==> src/rtl/alu_ctrl_mc.sv <==
// -----------------------------------------------------------------------------
// alu_ctrl_mc
//
// ALU control decoder with a small sequencer for multi-cycle multiply/divide.
// Single-cycle operations decode combinationally from ALUOp_i/funct_i. A valid
// MULT/MULTU (and DIV/DIVU when enabled) is accepted in IDLE and stalls the
// pipeline for N step cycles, followed by a one-cycle DONE pulse.
//
// Build option:
//   ALU_CTRL_MC_DIV_EN  - when defined, DIV/DIVU decode and run DIV_CYCLES
//                         iterations; when undefined they decode as illegal.
//
// Parameters:
//   MUL_CYCLES  step cycles for MULT/MULTU (2..63)
//   DIV_CYCLES  step cycles for DIV/DIVU   (2..63)
//   CNT_W       iteration counter width, must hold max(cycles)-1
//
// Ports:
//   clk_i      clock, rising edge
//   rst_i      asynchronous active-high reset
//   valid_i    funct_i/ALUOp_i carry a live instruction
//   funct_i    R-type function field
//   ALUOp_i    main-control ALU operation class
//   ALUCtrl_o  ALU operation select
//   busy_o     stall request while a multi-cycle op runs
//   step_o     per-iteration enable to the mul/div datapath
//   done_o     one-cycle pulse, multi-cycle result valid
//   illegal_o  valid_i with an undecodable ALUOp_i/funct_i
// -----------------------------------------------------------------------------
module alu_ctrl_mc #(
    parameter int MUL_CYCLES = 32,
    parameter int DIV_CYCLES = 32,
    parameter int CNT_W      = 6
) (
    input  logic       clk_i,
    input  logic       rst_i,
    input  logic       valid_i,
    input  logic [5:0] funct_i,
    input  logic [2:0] ALUOp_i,
    output logic [3:0] ALUCtrl_o,
    output logic       busy_o,
    output logic       step_o,
    output logic       done_o,
    output logic       illegal_o
);

    localparam logic [3:0] CODE_AND   = 4'b0000;
    localparam logic [3:0] CODE_OR    = 4'b0001;
    localparam logic [3:0] CODE_ADD   = 4'b0010;
    localparam logic [3:0] CODE_SLL   = 4'b0011;
    localparam logic [3:0] CODE_LUI   = 4'b0100;
    localparam logic [3:0] CODE_SLLV  = 4'b0101;
    localparam logic [3:0] CODE_SUB   = 4'b0110;
    localparam logic [3:0] CODE_SLT   = 4'b0111;
    localparam logic [3:0] CODE_MULT  = 4'b1000;
    localparam logic [3:0] CODE_MULTU = 4'b1001;
    localparam logic [3:0] CODE_ILL   = 4'b1111;

    localparam int MAX_CYCLES = (MUL_CYCLES > DIV_CYCLES) ? MUL_CYCLES : DIV_CYCLES;

    // Elaboration-time sanity check of the parameter set.
    if (MUL_CYCLES < 2 || MUL_CYCLES > 63 || DIV_CYCLES < 2 || DIV_CYCLES > 63 ||
        (MAX_CYCLES - 1) >= (1 << CNT_W)) begin : g_param_check
        $error("alu_ctrl_mc: illegal MUL_CYCLES/DIV_CYCLES/CNT_W combination");
    end

    localparam logic [CNT_W-1:0] MUL_LAST = CNT_W'(MUL_CYCLES - 1);
`ifdef ALU_CTRL_MC_DIV_EN
    localparam logic [3:0]       CODE_DIV  = 4'b1010;
    localparam logic [3:0]       CODE_DIVU = 4'b1011;
    localparam logic [CNT_W-1:0] DIV_LAST  = CNT_W'(DIV_CYCLES - 1);
`endif

    typedef enum logic [1:0] {
        IDLE = 2'd0,
        RUN  = 2'd1,
        DONE = 2'd2
    } state_t;

    state_t           state, state_next;
    logic [CNT_W-1:0] cnt, cnt_next;
    logic [3:0]       code, code_next;
    logic [3:0]       dec;
    logic             is_multi;
    logic [CNT_W-1:0] last_cnt;

    function automatic logic [3:0] funct_decode(input logic [5:0] funct);
        logic [3:0] c;
        case (funct)
            6'b100000: c = CODE_ADD;
            6'b100010: c = CODE_SUB;
            6'b100100: c = CODE_AND;
            6'b100101: c = CODE_OR;
            6'b101010: c = CODE_SLT;
            6'b000000: c = CODE_SLL;
            6'b000100: c = CODE_SLLV;
            6'b011000: c = CODE_MULT;
            6'b011001: c = CODE_MULTU;
`ifdef ALU_CTRL_MC_DIV_EN
            6'b011010: c = CODE_DIV;
            6'b011011: c = CODE_DIVU;
`endif
            default:   c = CODE_ILL;
        endcase
        return c;
    endfunction

    function automatic logic [3:0] op_decode(input logic [2:0] alu_op, input logic [5:0] funct);
        logic [3:0] c;
        case (alu_op)
            3'b001:  c = CODE_SUB;
            3'b100:  c = CODE_ADD;
            3'b101:  c = CODE_SLT;
            3'b110:  c = CODE_LUI;
            3'b111:  c = CODE_OR;
            3'b010:  c = funct_decode(funct);
            default: c = CODE_ILL;
        endcase
        return c;
    endfunction

    assign dec = op_decode(ALUOp_i, funct_i);

    // Codes 10xx are the multi-cycle group; DIV codes never appear unless enabled.
    assign is_multi = (dec[3:2] == 2'b10);

`ifdef ALU_CTRL_MC_DIV_EN
    // code[1] separates 100x (multiply) from 101x (divide).
    assign last_cnt = code[1] ? DIV_LAST : MUL_LAST;
`else
    assign last_cnt = MUL_LAST;
`endif

    always_ff @(posedge clk_i or posedge rst_i) begin
        if (rst_i) begin
            state <= IDLE;
            cnt   <= '0;
            code  <= CODE_ILL;
        end else begin
            state <= state_next;
            cnt   <= cnt_next;
            code  <= code_next;
        end
    end

    always_comb begin
        state_next = state;
        cnt_next   = cnt;
        code_next  = code;
        ALUCtrl_o  = CODE_ILL;
        busy_o     = 1'b0;
        step_o     = 1'b0;
        done_o     = 1'b0;
        illegal_o  = 1'b0;

        // Outputs are held at their reset values for as long as rst_i is high,
        // even though the IDLE decode path is purely combinational.
        if (!rst_i) begin
            case (state)
                IDLE: begin
                    ALUCtrl_o = dec;
                    illegal_o = valid_i && (dec == CODE_ILL);
                    if (valid_i && is_multi) begin
                        // The accept cycle is the first step cycle.
                        busy_o     = 1'b1;
                        step_o     = 1'b1;
                        code_next  = dec;
                        cnt_next   = CNT_W'(1);
                        state_next = RUN;
                    end
                end
                RUN: begin
                    busy_o    = 1'b1;
                    step_o    = 1'b1;
                    ALUCtrl_o = code;
                    cnt_next  = cnt + CNT_W'(1);
                    if (cnt == last_cnt) begin
                        state_next = DONE;
                    end
                end
                DONE: begin
                    // The stalled instruction retires here; inputs are ignored.
                    done_o     = 1'b1;
                    ALUCtrl_o  = code;
                    state_next = IDLE;
                end
                default: begin
                    state_next = IDLE;
                end
            endcase
        end
    end

endmodule
==> config.mk <==
export PLATFORM = sky130hd
export DESIGN_NAME = alu_ctrl_mc
export DESIGN_NICKNAME = d
export VERILOG_FILES = /design/src/rtl/alu_ctrl_mc.sv
export SDC_FILE = /design/constraint.sdc
export NUM_CORES = 1
export LEC_CHECK = 0
export ABC_AREA = 1
export CAP_MARGIN = 0
export CORE_MARGIN = 2
export CORE_UTILIZATION = 48
export CTS_BUF_LIST = sky130_fd_sc_hd__clkbuf_4 sky130_fd_sc_hd__clkbuf_8
export DETAILED_ROUTE_END_ITERATION = 7
export PLACE_DENSITY = 0.8
export SYNTH_ARGS = -nofsm -noshare
export SYNTH_HDL_FRONTEND = slang
export SYNTH_SLANG_ARGS = --single-unit
==> constraint.sdc <==
create_clock -name clk_i -period 1.7 [get_ports clk_i]
set_input_delay 0.34 -clock clk_i [delete_from_list [all_inputs] [get_ports clk_i]]
set_output_delay 0.34 -clock clk_i [all_outputs]
set_load 0.02 [all_outputs]
==> results.py <==
metrics = {
    "worst_setup_path": {
        "r2r_setup_slack_ps": -100,
        "crit_slowest_cell": "nor2_4",
        "cpPeakStageDelay_ps": 190,
        "setup.worst_path.start_class": "input pin",
        "cp-end-kind": "primary output",
        "reg2regPathDepth": 11,
        "r2r-end": "state[1]$_DFFE_PP0P_",
        "critical_path_class": "input pin to primary output",
        "cp_common_cell": "nand2_2",
        "cp.buffers_inverters": 2,
        "r2r-start": "state[0]$_DFFE_PP0P_",
        "cp.required_ps": 1360,
        "crit_chain": "buf_6 > nor2_4 > nand3_2 > nand2_2 > nor2_2 > nand2_2 > nand2_2 > nand2_2 > nand2_4 > nor2_4 > nand2_2 > o21ai_4 > buf_6",
        "critPathTopFamily": "simple AND/OR/NAND/NOR gates",
        "crit_arrival_ps": 1680,
        "path_max_fanout": 4,
    },
    "sta": {
        "finalCriticalPeriod_ps": 2020,
        "final_max_slew_viol_count": 0,
        "fin_crit_sh": 1.19,
        "clock_skew_ps": 8.99,
        "setup_ws_ps": -323,
        "finalSetupViolations": 16,
        "slew_headroom": 0.684,
        "rsz0062_at_grt": "true",
        "hold_viol": 0,
        "setup-tns-final_ps": -3080,
        "fmax_ghz": 0.494,
        "tightest_slew_ps": 474,
    },
    "synth": {
        "synthesis.area_um2": 1040,
        "synth-seq-cells": 12,
        "yosysSeqAreaShare": 0.295,
        "synthCells": 158,
        "syn_avg_cell_area_um2": 6.56,
        "yosys_warnings": 0,
        "syn_nets": 175,
        "ys_types": 26,
    },
    "drt": {
        "ant_nets": 0,
        "drc": 0,
        "wire_per_inst_um": 15.4,
        "drtIter0Drc": 51,
        "drt_wl_total_um": 3760,
        "num_vias": 1337,
        "viasPerCell": 5.48,
        "drtPass1Iterations": 4,
    },
    "floorplan": {
        "pin_count": 20,
        "dieArea_um2": 2550,
        "num_rows": 16,
        "die_w_um": 50.5,
        "initial_core_util": 0.518,
        "die_h_um": 50.5,
        "coreArea_um2": 2000,
    },
    "layout": {
        "final_cells": 244,
        "drive_gt1_frac": 0.512,
        "antenna_cells": 0,
        "fin_nets": 235,
        "post-route-cell-area_um2": 1790,
        "final_core_util": 0.893,
        "synthToLayoutAreaGrowth_pct": 72.6,
    },
    "cts": {
        "cts_max_level": 1,
        "clock_latency_ps": 290,
        "clkSinkCount": 12,
        "cts-root-buf": "clkbuf_4",
        "numCtsBuffers": 3,
        "ctsHoldBuffers": 0,
        "cts_tree": "done",
        "path_clk_slew_ps": 90,
        "clock_path_buffers": 2,
    },
    "global_route": {
        "globalRouteOverflowTotal": 0,
        "grt.total_usage": 0.271,
        "grt_max_degree": 13,
        "grt_pass1_wl_um": 5250,
        "grt_pass1_vias": 1253,
        "antenna_found_initial": 0,
    },
    "min_path": {
        "holdPathStages": 1,
        "hold_class": "flop to flop",
        "hold_end": "code[2]$_DFFE_PP1P_",
        "hold_start": "code[2]$_DFFE_PP1P_",
    },
    "pwr": {
        "p_leak_nw": 0.898,
        "irDropWorstVdd_mv": 0.998,
        "power_mw": 1.77,
        "powerDensity_nw_per_um2": 987,
    },
    "placement": {
        "portBuffers": 19,
        "dpl_cell_area_um2": 1450,
        "hpwl_um": 1900,
        "dpl.cell_count": 225,
        "gp_congestion": 0.836,
    },
    "outcome": {
        "status": "complete, but fails checks",
        "violations": "negative setup slack",
    },
    "run": {
        "drv_cap": 0,
    },
}
## sequential cells by signal, indices dropped and copies added, names as in the netlist
signal,count
cnt,6
code,4
state,2
## metal layers
layer | wire [um] | vias up | GRT usage
met5 | 0 | - | 0
met4 | 109 | 0 | 0.122
met3 | 170 | 12 | 0.0238
met2 | 1960 | 53 | 0.498
met1 | 1520 | 640 | 0.317
li1 | - | 632 | -
## worst register-to-register path: cells and delay by family, from the launching register on
| family | cells | cell delay (ps) |
|---|---|---|
| flops | 1 | 420 |
| buf+inv | 5 | 700 |
| fa+ha+maj | 1 | 190 |
| compound gates | 1 | 140 |
| simple gates | 4 | 240 |
## stage by stage
stage	hold slack (ps)	setup slack, ps
CTS	464	-227
global placement	448	-1070
floorplan	433	-91.3
finish	487	-323
global route	500	-402
detailed placement	449	-1130
## cells in the final DEF (no fill, tap or decap), drive strengths merged
cell type | Yosys | routed
a211oi | 1 | 1
a21boi | 2 | 2
a21oi | 1 | 1
a32oi | 1 | 1
and3 | 1 | 1
buf | 1 | 52
clkbuf | 1 | 5
clkdlybuf4s15 | 0 | 1
clkdlybuf4s50 | 0 | 2
dfrtp | 8 | 8
dfstp | 4 | 4
dlygate4sd2 | 0 | 1
ha | 5 | 5
inv | 20 | 20
nand2 | 51 | 51
nand3 | 26 | 26
nor2 | 25 | 25
nor3 | 3 | 3
nor3b | 2 | 2
o21ai | 3 | 3
o21bai | 2 | 2
xor2 | 1 | 1
## power by group
part / switching, mW / internal [mW]
clock network: 0.109 / 0.131
registers: 0.0419 / 0.337
logic: 0.602 / 0.545
total: 0.753 / 1.01
## cells by family (layout without fill, tap and decap cells)
group	after synthesis	after routing	synth area share
buffers and inverters	22	81	0.0833
AOI/OAI and AO/OA	10	10	0.0749
adders and majority gates	5	5	0.0604
and+or+nand+nor	108	108	0.478
xor gates and xnor gates	1	1	0.00846
DFF	12	12	0.295
## cell type report
class	count	area, um^2
clock buffer	4	36.3
fill	94	214
inverter	20	85.1
multi-input combinational	124	843
sequential	12	305
tap	27	33.8
timing repair buffer	57	484
## cell usage after synthesis, drive strengths merged
master	n	area, um^2
o21bai	2	26.3
a211oi	1	7.51
a21oi	1	5.00
inv	20	75.1
nand3	26	140
o21ai	3	15.0
clkbuf	1	3.75
buf	1	7.51
nor2	25	111
nand2	51	206
and3	1	7.51
a32oi	1	8.76
dfrtp	8	200
a21boi	2	15.0
nor3b	2	15.0
xor2	1	8.76
ha	5	62.6
nor3	3	15.0
dfstp	4	105
## how the worst max path moves through the flow
stage,start,end,cells past startpoint
finish,funct_i[4],step_o,13
CTS,funct_i[5],step_o,14
global route,funct_i[4],step_o,13
global placement,funct_i[5],busy_o,14
floorplan,funct_i[5],step_o,13
detailed placement,funct_i[3],step_o,14
## repair_timing
item | 4_1_cts | 5_1_grt
pin swaps | 24 | 16
hold endpoints to repair | 0 | 0
setup endpoints to repair | 19 | 17
setup buffers | 12 | 3
resized for setup | 112 | 25
Power figures use the tool's default switching activity.
